`config.mk`:
```
export PLATFORM = sky130hd
export DESIGN_NAME = md_sequencer
export DESIGN_NICKNAME = d
export VERILOG_FILES = /design/src/rtl/md_pkg.sv /design/src/rtl/md_iter_step.sv /design/src/rtl/md_sequencer.sv
export SDC_FILE = /design/constraint.sdc
export NUM_CORES = 1
export LEC_CHECK = 0
export CAP_MARGIN = 20
export CORE_AREA = 5 5 194 196
export CTS_BUF_LIST = sky130_fd_sc_hd__clkbuf_8
export CTS_CLUSTER_SIZE = 28
export DETAILED_ROUTE_END_ITERATION = 8
export DIE_AREA = 0 0 199 201
export GPL_ROUTABILITY_DRIVEN = 0
export PLACE_DENSITY = 0.7
export SLEW_MARGIN = 20
export SYNTH_ARGS = -nofsm -noshare
export SYNTH_HDL_FRONTEND = slang
export SYNTH_HIERARCHICAL = 1
export SYNTH_SLANG_ARGS = --single-unit
```
`constraint.sdc`:
```
create_clock -name clk_i -period 3.5 [get_ports clk_i]
set_input_delay 0.7 -clock clk_i [delete_from_list [all_inputs] [get_ports clk_i]]
set_output_delay 0.7 -clock clk_i [all_outputs]
set_load 0.01 [all_outputs]
```
`src/rtl/md_pkg.sv`:
```
// Shared encodings and constants for the multiply/divide sequencer.
package md_pkg;

    localparam int unsigned MD_W    = 32;
    localparam int unsigned MD_ITER = 32;

    typedef enum logic [1:0] {
        MD_MULT  = 2'b00,
        MD_MULTU = 2'b01,
        MD_DIV   = 2'b10,
        MD_DIVU  = 2'b11
    } md_op_e;

    typedef enum logic [1:0] {
        ST_IDLE = 2'd0,
        ST_RUN  = 2'd1,
        ST_FIX  = 2'd2
    } md_state_e;

    // Magnitude of a two's-complement operand; unsigned operands pass through.
    function automatic logic [MD_W-1:0] md_abs(input logic [MD_W-1:0] v, input logic signed_op);
        return (signed_op && v[MD_W-1]) ? -v : v;
    endfunction

endpackage

```
`src/rtl/md_iter_step.sv`:
```
// One shift-add multiply or restoring divide iteration on a {hi,lo} accumulator.
module md_iter_step
    import md_pkg::*;
(
    input  logic                is_div_i,
    input  logic [2*MD_W-1:0]   acc_i,
    input  logic [MD_W-1:0]     opnd_i,
    output logic [2*MD_W-1:0]   acc_c_o
);

    logic [MD_W:0] mul_sum;
    logic [MD_W:0] div_shift;
    logic          div_ge;

    // Multiply: acc = {partial, multiplier}; divide: acc = {remainder, dividend/quotient}.
    always_comb begin
        mul_sum   = {1'b0, acc_i[2*MD_W-1:MD_W]} + (acc_i[0] ? {1'b0, opnd_i} : {(MD_W+1){1'b0}});
        div_shift = acc_i[2*MD_W-1:MD_W-1];
        div_ge    = (div_shift >= {1'b0, opnd_i});
        acc_c_o   = '0;
        if (is_div_i) begin
            acc_c_o[2*MD_W-1:MD_W] = div_ge ? MD_W'(div_shift - {1'b0, opnd_i}) : div_shift[MD_W-1:0];
            acc_c_o[MD_W-1:0]      = {acc_i[MD_W-2:0], div_ge};
        end else begin
            acc_c_o = {mul_sum, acc_i[MD_W-1:1]};
        end
    end

endmodule

```
`src/rtl/md_sequencer.sv`:
```
// Multi-cycle mult/div sequencer owning HI/LO, with mthi/mtlo and pipeline stall.
// Define MD_FAST_MUL_EN for single-cycle mult/multu (divide stays iterative).
module md_sequencer
    import md_pkg::*;
#(
    parameter int unsigned ITER = MD_ITER
) (
    input  logic            clk_i,
    input  logic            rst_ni,
    input  logic            start_i,
    input  logic [1:0]      op_i,
    input  logic [MD_W-1:0] opa_i,
    input  logic [MD_W-1:0] opb_i,
    input  logic            mthi_en_i,
    input  logic            mtlo_en_i,
    input  logic [MD_W-1:0] wdata_i,
    input  logic            rd_req_i,
    input  logic            abort_i,
    output logic            busy_o,
    output logic            stall_c_o,
    output logic            done_o,
    output logic            div_zero_o,
    output logic [MD_W-1:0] hi_o,
    output logic [MD_W-1:0] lo_o
);

    localparam int unsigned CW = (ITER > 1) ? $clog2(ITER) : 1;
    localparam int unsigned AW = 2 * MD_W;

    md_state_e       state_q, state_d;
    logic [CW-1:0]   cnt_q, cnt_d;
    logic [AW-1:0]   acc_q, acc_d, acc_step, mul_fast, prod_fix;
    logic [MD_W-1:0] opnd_q, opnd_d, hi_q, hi_d, lo_q, lo_d;
    logic [MD_W-1:0] a_mag, b_mag, quo_fix, rem_fix;
    logic            is_div_q, is_div_d, neg_q, neg_d, neg_rem_q, neg_rem_d, dz_q, dz_d;
    logic            busy_q, busy_d, done_q, done_d, div_zero_q, div_zero_d;
    logic            op_div, is_signed, opb_zero, accept, short_path;
    md_op_e          op;

    assign op        = md_op_e'(op_i);
    assign op_div    = (op == MD_DIV) || (op == MD_DIVU);
    assign is_signed = (op == MD_MULT) || (op == MD_DIV);
    assign opb_zero  = (opb_i == '0);
    assign a_mag     = md_abs(opa_i, is_signed);
    assign b_mag     = md_abs(opb_i, is_signed);
    assign accept    = start_i && !abort_i && (state_q == ST_IDLE);

`ifdef MD_FAST_MUL_EN
    assign short_path = op_div ? opb_zero : 1'b1;
    assign mul_fast   = AW'(a_mag) * AW'(b_mag);
`else
    assign short_path = op_div && opb_zero;
    assign mul_fast   = '0;
`endif

    md_iter_step u_step (
        .is_div_i (is_div_q),
        .acc_i    (acc_q),
        .opnd_i   (opnd_q),
        .acc_c_o  (acc_step)
    );

    assign prod_fix = neg_q ? -acc_q : acc_q;
    assign quo_fix  = neg_q ? -acc_q[MD_W-1:0] : acc_q[MD_W-1:0];
    assign rem_fix  = neg_rem_q ? -acc_q[AW-1:MD_W] : acc_q[AW-1:MD_W];

    always_ff @(posedge clk_i or negedge rst_ni) begin
        if (!rst_ni) state_q <= ST_IDLE;
        else         state_q <= state_d;
    end

    // Abort overrides every transition, including a simultaneous start or completion.
    always_comb begin
        state_d = state_q;
        case (state_q)
            ST_IDLE: if (accept) state_d = short_path ? ST_FIX : ST_RUN;
            ST_RUN:  if (cnt_q == CW'(ITER - 1)) state_d = ST_FIX;
            ST_FIX:  state_d = ST_IDLE;
            default: state_d = ST_IDLE;
        endcase
        if (abort_i) state_d = ST_IDLE;
    end

    always_comb begin
        acc_d      = acc_q;
        opnd_d     = opnd_q;
        is_div_d   = is_div_q;
        neg_d      = neg_q;
        neg_rem_d  = neg_rem_q;
        dz_d       = dz_q;
        cnt_d      = cnt_q;
        hi_d       = hi_q;
        lo_d       = lo_q;
        div_zero_d = div_zero_q;
        done_d     = 1'b0;
        busy_d     = (state_d != ST_IDLE);
        case (state_q)
            ST_IDLE: begin
                if (mthi_en_i) hi_d = wdata_i;
                if (mtlo_en_i) lo_d = wdata_i;
                if (accept) begin
                    cnt_d      = '0;
                    is_div_d   = op_div;
                    neg_d      = is_signed && (opa_i[MD_W-1] ^ opb_i[MD_W-1]);
                    neg_rem_d  = is_signed && opa_i[MD_W-1];
                    dz_d       = op_div && opb_zero;
                    div_zero_d = 1'b0;
                    if (op_div && opb_zero) begin
                        acc_d = {opa_i, {MD_W{1'b1}}};
                    end else if (short_path) begin
                        acc_d = mul_fast;
                    end else if (op_div) begin
                        acc_d  = {{MD_W{1'b0}}, a_mag};
                        opnd_d = b_mag;
                    end else begin
                        acc_d  = {{MD_W{1'b0}}, b_mag};
                        opnd_d = a_mag;
                    end
                end
            end
            ST_RUN: begin
                acc_d = acc_step;
                cnt_d = cnt_q + 1'b1;
            end
            ST_FIX: begin
                if (!abort_i) begin
                    done_d     = 1'b1;
                    div_zero_d = dz_q;
                    if (dz_q)          {hi_d, lo_d} = acc_q;
                    else if (is_div_q) {hi_d, lo_d} = {rem_fix, quo_fix};
                    else               {hi_d, lo_d} = prod_fix;
                end
            end
            default: ;
        endcase
    end

    always_ff @(posedge clk_i or negedge rst_ni) begin
        if (!rst_ni) begin
            acc_q      <= '0;
            opnd_q     <= '0;
            is_div_q   <= 1'b0;
            neg_q      <= 1'b0;
            neg_rem_q  <= 1'b0;
            dz_q       <= 1'b0;
            cnt_q      <= '0;
            hi_q       <= '0;
            lo_q       <= '0;
            div_zero_q <= 1'b0;
            done_q     <= 1'b0;
            busy_q     <= 1'b0;
        end else begin
            acc_q      <= acc_d;
            opnd_q     <= opnd_d;
            is_div_q   <= is_div_d;
            neg_q      <= neg_d;
            neg_rem_q  <= neg_rem_d;
            dz_q       <= dz_d;
            cnt_q      <= cnt_d;
            hi_q       <= hi_d;
            lo_q       <= lo_d;
            div_zero_q <= div_zero_d;
            done_q     <= done_d;
            busy_q     <= busy_d;
        end
    end

    assign busy_o     = busy_q;
    assign done_o     = done_q;
    assign div_zero_o = div_zero_q;
    assign hi_o       = hi_q;
    assign lo_o       = lo_q;
    assign stall_c_o  = busy_q && (start_i || rd_req_i || mthi_en_i || mtlo_en_i);

endmodule

```
==> impl_metrics.json <==
{
  "status": "finished with violations",
  "violations": "DRC",
  "fin_nets": 2494,
  "drt_iter0_markers": 2260,
  "path_class": "register to register",
  "grt-ovfl-total": 0,
  "synth_top_area_frac": 0.276,
  "register_area_um2": 4360,
  "clk_pin_slew_ps": 120,
  "setup_viol": 0,
  "finalPower_mw": 12.4,
  "diodes": 0,
  "dpl.cell_count": 2752,
  "ys_warn_count": 6,
  "syn_nets": 2210,
  "yosys_register_bits": 174,
  "ys.flop_type": "dfrtp_1",
  "numCtsBuffers": 17,
  "num_vias": 17700,
  "drive_above_1_share": 0.153,
  "maxSlewHeadroom": 0.357,
  "std_cell_rows": 70,
  "finalSetupTns_ps": 0,
  "die_area_um2": 40000,
  "die_h_um": 201,
  "hold_violations": 0,
  "cts_root_buf": "clkbuf_8",
  "grt_usage": 0.306,
  "worstMarginPinSlew_ps": 964,
  "wirelength_mm": 64.0,
  "grt_pass1_wl_mm": 95.9,
  "cts_buffer_depth": 2,
  "die_x_um": 199,
  "syn2layout_area_growth_pct": 25.8,
  "placedInstanceArea_um2": 19200,
  "worstPathArrival_ps": 3810,
  "antenna_found_initial": 0,
  "worstHoldPathType": "input port to asynchronous set/reset pin",
  "cap_violations": 0,
  "clock_skew_ps": 19.9,
  "stdcell_count": 2798,
  "dpl.hpwl_mm": 49.6,
  "critPathRequiredTime_ps": 3880,
  "coreArea_um2": 35900,
  "synth.distinct_cells": 83,
  "seq_area_frac_synth": 0.276,
  "ys_async_sr_fraction": 1.00,
  "grt_max_degree": 81,
  "routedWlPerCell_um": 22.9,
  "viasPerCell": 6.33,
  "cts.sinks": 174,
  "synth_cells": 2033,
  "power_density_nw_per_um2": 626,
  "io_pins": 173,
  "synthTopCellsByArea": "dfrtp_1, ha_1, nand2_1",
  "cts_tree": "yes",
  "htree_levels": 4,
  "r2r_cells": 15,
  "dr.pass1.iters": 9,
  "yosysMostFrequentCell": "nand2_1",
  "design_area_um2": 19900,
  "min_period_ps": 3420,
  "grt_pass1_vias": 17100,
  "clkLatencyLatePin_ps": 510,
  "path_max_fanout": 4,
  "io_buffers": 172,
  "multi_input_area_um2": 10700,
  "synthTopCellsByCount": "nand2_1, nor2_1, dfrtp_1",
  "synth_edf_count": 0,
  "yosysTopAreaCell": "dfrtp_1",
  "fmax_mhz": 292,
  "ir_drop_mv": 0.377,
  "drc": 3,
  "finalCritPeriodShare": 0.978,
  "ant_nets": 0,
  "p_leak_nw": 8.69,
  "end_kind": "register",
  "netlist_area_um2": 15800,
  "n_fill_cell": 3401,
  "slew_violations": 0,
  "avgSynthCellArea_um2": 7.77,
  "start_util": 0.440,
  "cp-start-kind": "register"
}
==> timing repair <==
item,CTS,global route
hold buffers,0,0
endpoints found under the setup margin,29,15
buffers inserted,6,8
resized for setup,1,31
pin swaps,2,17
==> placed cells by master, fill, tap and decap left out, drive strengths merged, types with 13 or more instances in the layout <==
cell             n
nor4            27
o211ai          21
ha              70
xor2            83
o21ai          163
a31oi           37
clkbuf          17
o22ai           27
clkdlybuf4s50  170
a21oi          164
buf            225
dfrtp          174
mux2            45
or3             18
o221ai          15
inv            109
o21a            13
and2            38
or4             21
a222oi          32
nand4           20
xnor2           87
nand3           25
nor3            64
a211oi          16
o31ai           49
nor2           192
mux2i           18
nand2b          15
nand2          217
a21o            36
==> through the flow <==
stage	worst slack [ps]	hold WS, ps	utilization
4_1_cts	-54.6	246	0.547
3_5_place_dp	-227	465	0.534
3_3_place_gp	-222	457	0.534
6_report	77.5	212	0.553
2_1_floorplan	196	404	-
5_1_grt	-37.3	263	0.553
==> cell type report <==
type,count,area share
multi-input cells,1627,0.537
repair buffers,395,0.174
clock buffers,17,0.0118
inverters,102,0.0193
flip-flops and latches,174,0.219
clock inverters,15,0.00876
well taps,468,0.0295
==> critical path, cell delays in order (launching register included) <==
cell and delay [ps]:
dfrtp_1 360, inv_1 80, ha_1 240, inv_1 100
fa_2 260, a211oi_2 90, o21a_1 220, o31ai_4 360
o21ai_2 130, or4_4 450, a21oi_2 150, xnor2_1 160
a21oi_1 130, o211a_1 220, a222oi_1 290, inv_1 70
==> registers in the layout, summed over array words and instances, names as in the netlist <==
name        cells
neg_q           1
hi_o           32
neg_rem_q       1
div_zero_o      1
opnd_q         32
is_div_q        1
cnt_q           5
busy_o          1
lo_o           32
done_o          1
state_q         2
acc_q          64
dz_q            1
==> final timing paths <==
| check | startpoint | to | slack, ps |
|---|---|---|---|
| max | acc_q[31] | acc_q[60] | 80 |
| min | rst_ni | hi_o[11] | 210 |
| max reg2reg | acc_q[31] | acc_q[60] | 80 |
| min reg2reg | lo_o[17] | lo_o[17] | 490 |
| max in group asynchronous | rst_ni | is_div_q | 2340 |
| min in group clk_i | lo_o[17] | lo_o[17] | 490 |
==> layer usage <==
| layer | up-vias | global-route usage | part of all wire | routed length [µm] |
|---|---|---|---|---|
| met5 | - | 0 | 0 | 0 |
| met4 | 0 | 0.193 | 0.078 | 5010 |
| met3 | 291 | 0.0772 | 0.11 | 7250 |
| met2 | 1196 | 0.475 | 0.44 | 28100 |
| met1 | 8277 | 0.379 | 0.37 | 23600 |
| li1 | 7940 | - | - | - |
==> logic make-up after synthesis <==
family	synth area share
AOI/OAI and AO/OA	0.265
muxes	0.0435
xor gates and xnor gates	0.0943
DFF	0.276
adders and majority gates	0.0580
buffers and inverters	0.0590
and+or+nand+nor	0.205
==> report_power, final <==
part	leakage [nW]	internal [mW]	switching, mW
sequential	2.13	2.41	0.430
combinational	6.36	3.40	4.71
clock	0.203	0.546	0.946
(Power assumes the default switching activity.)
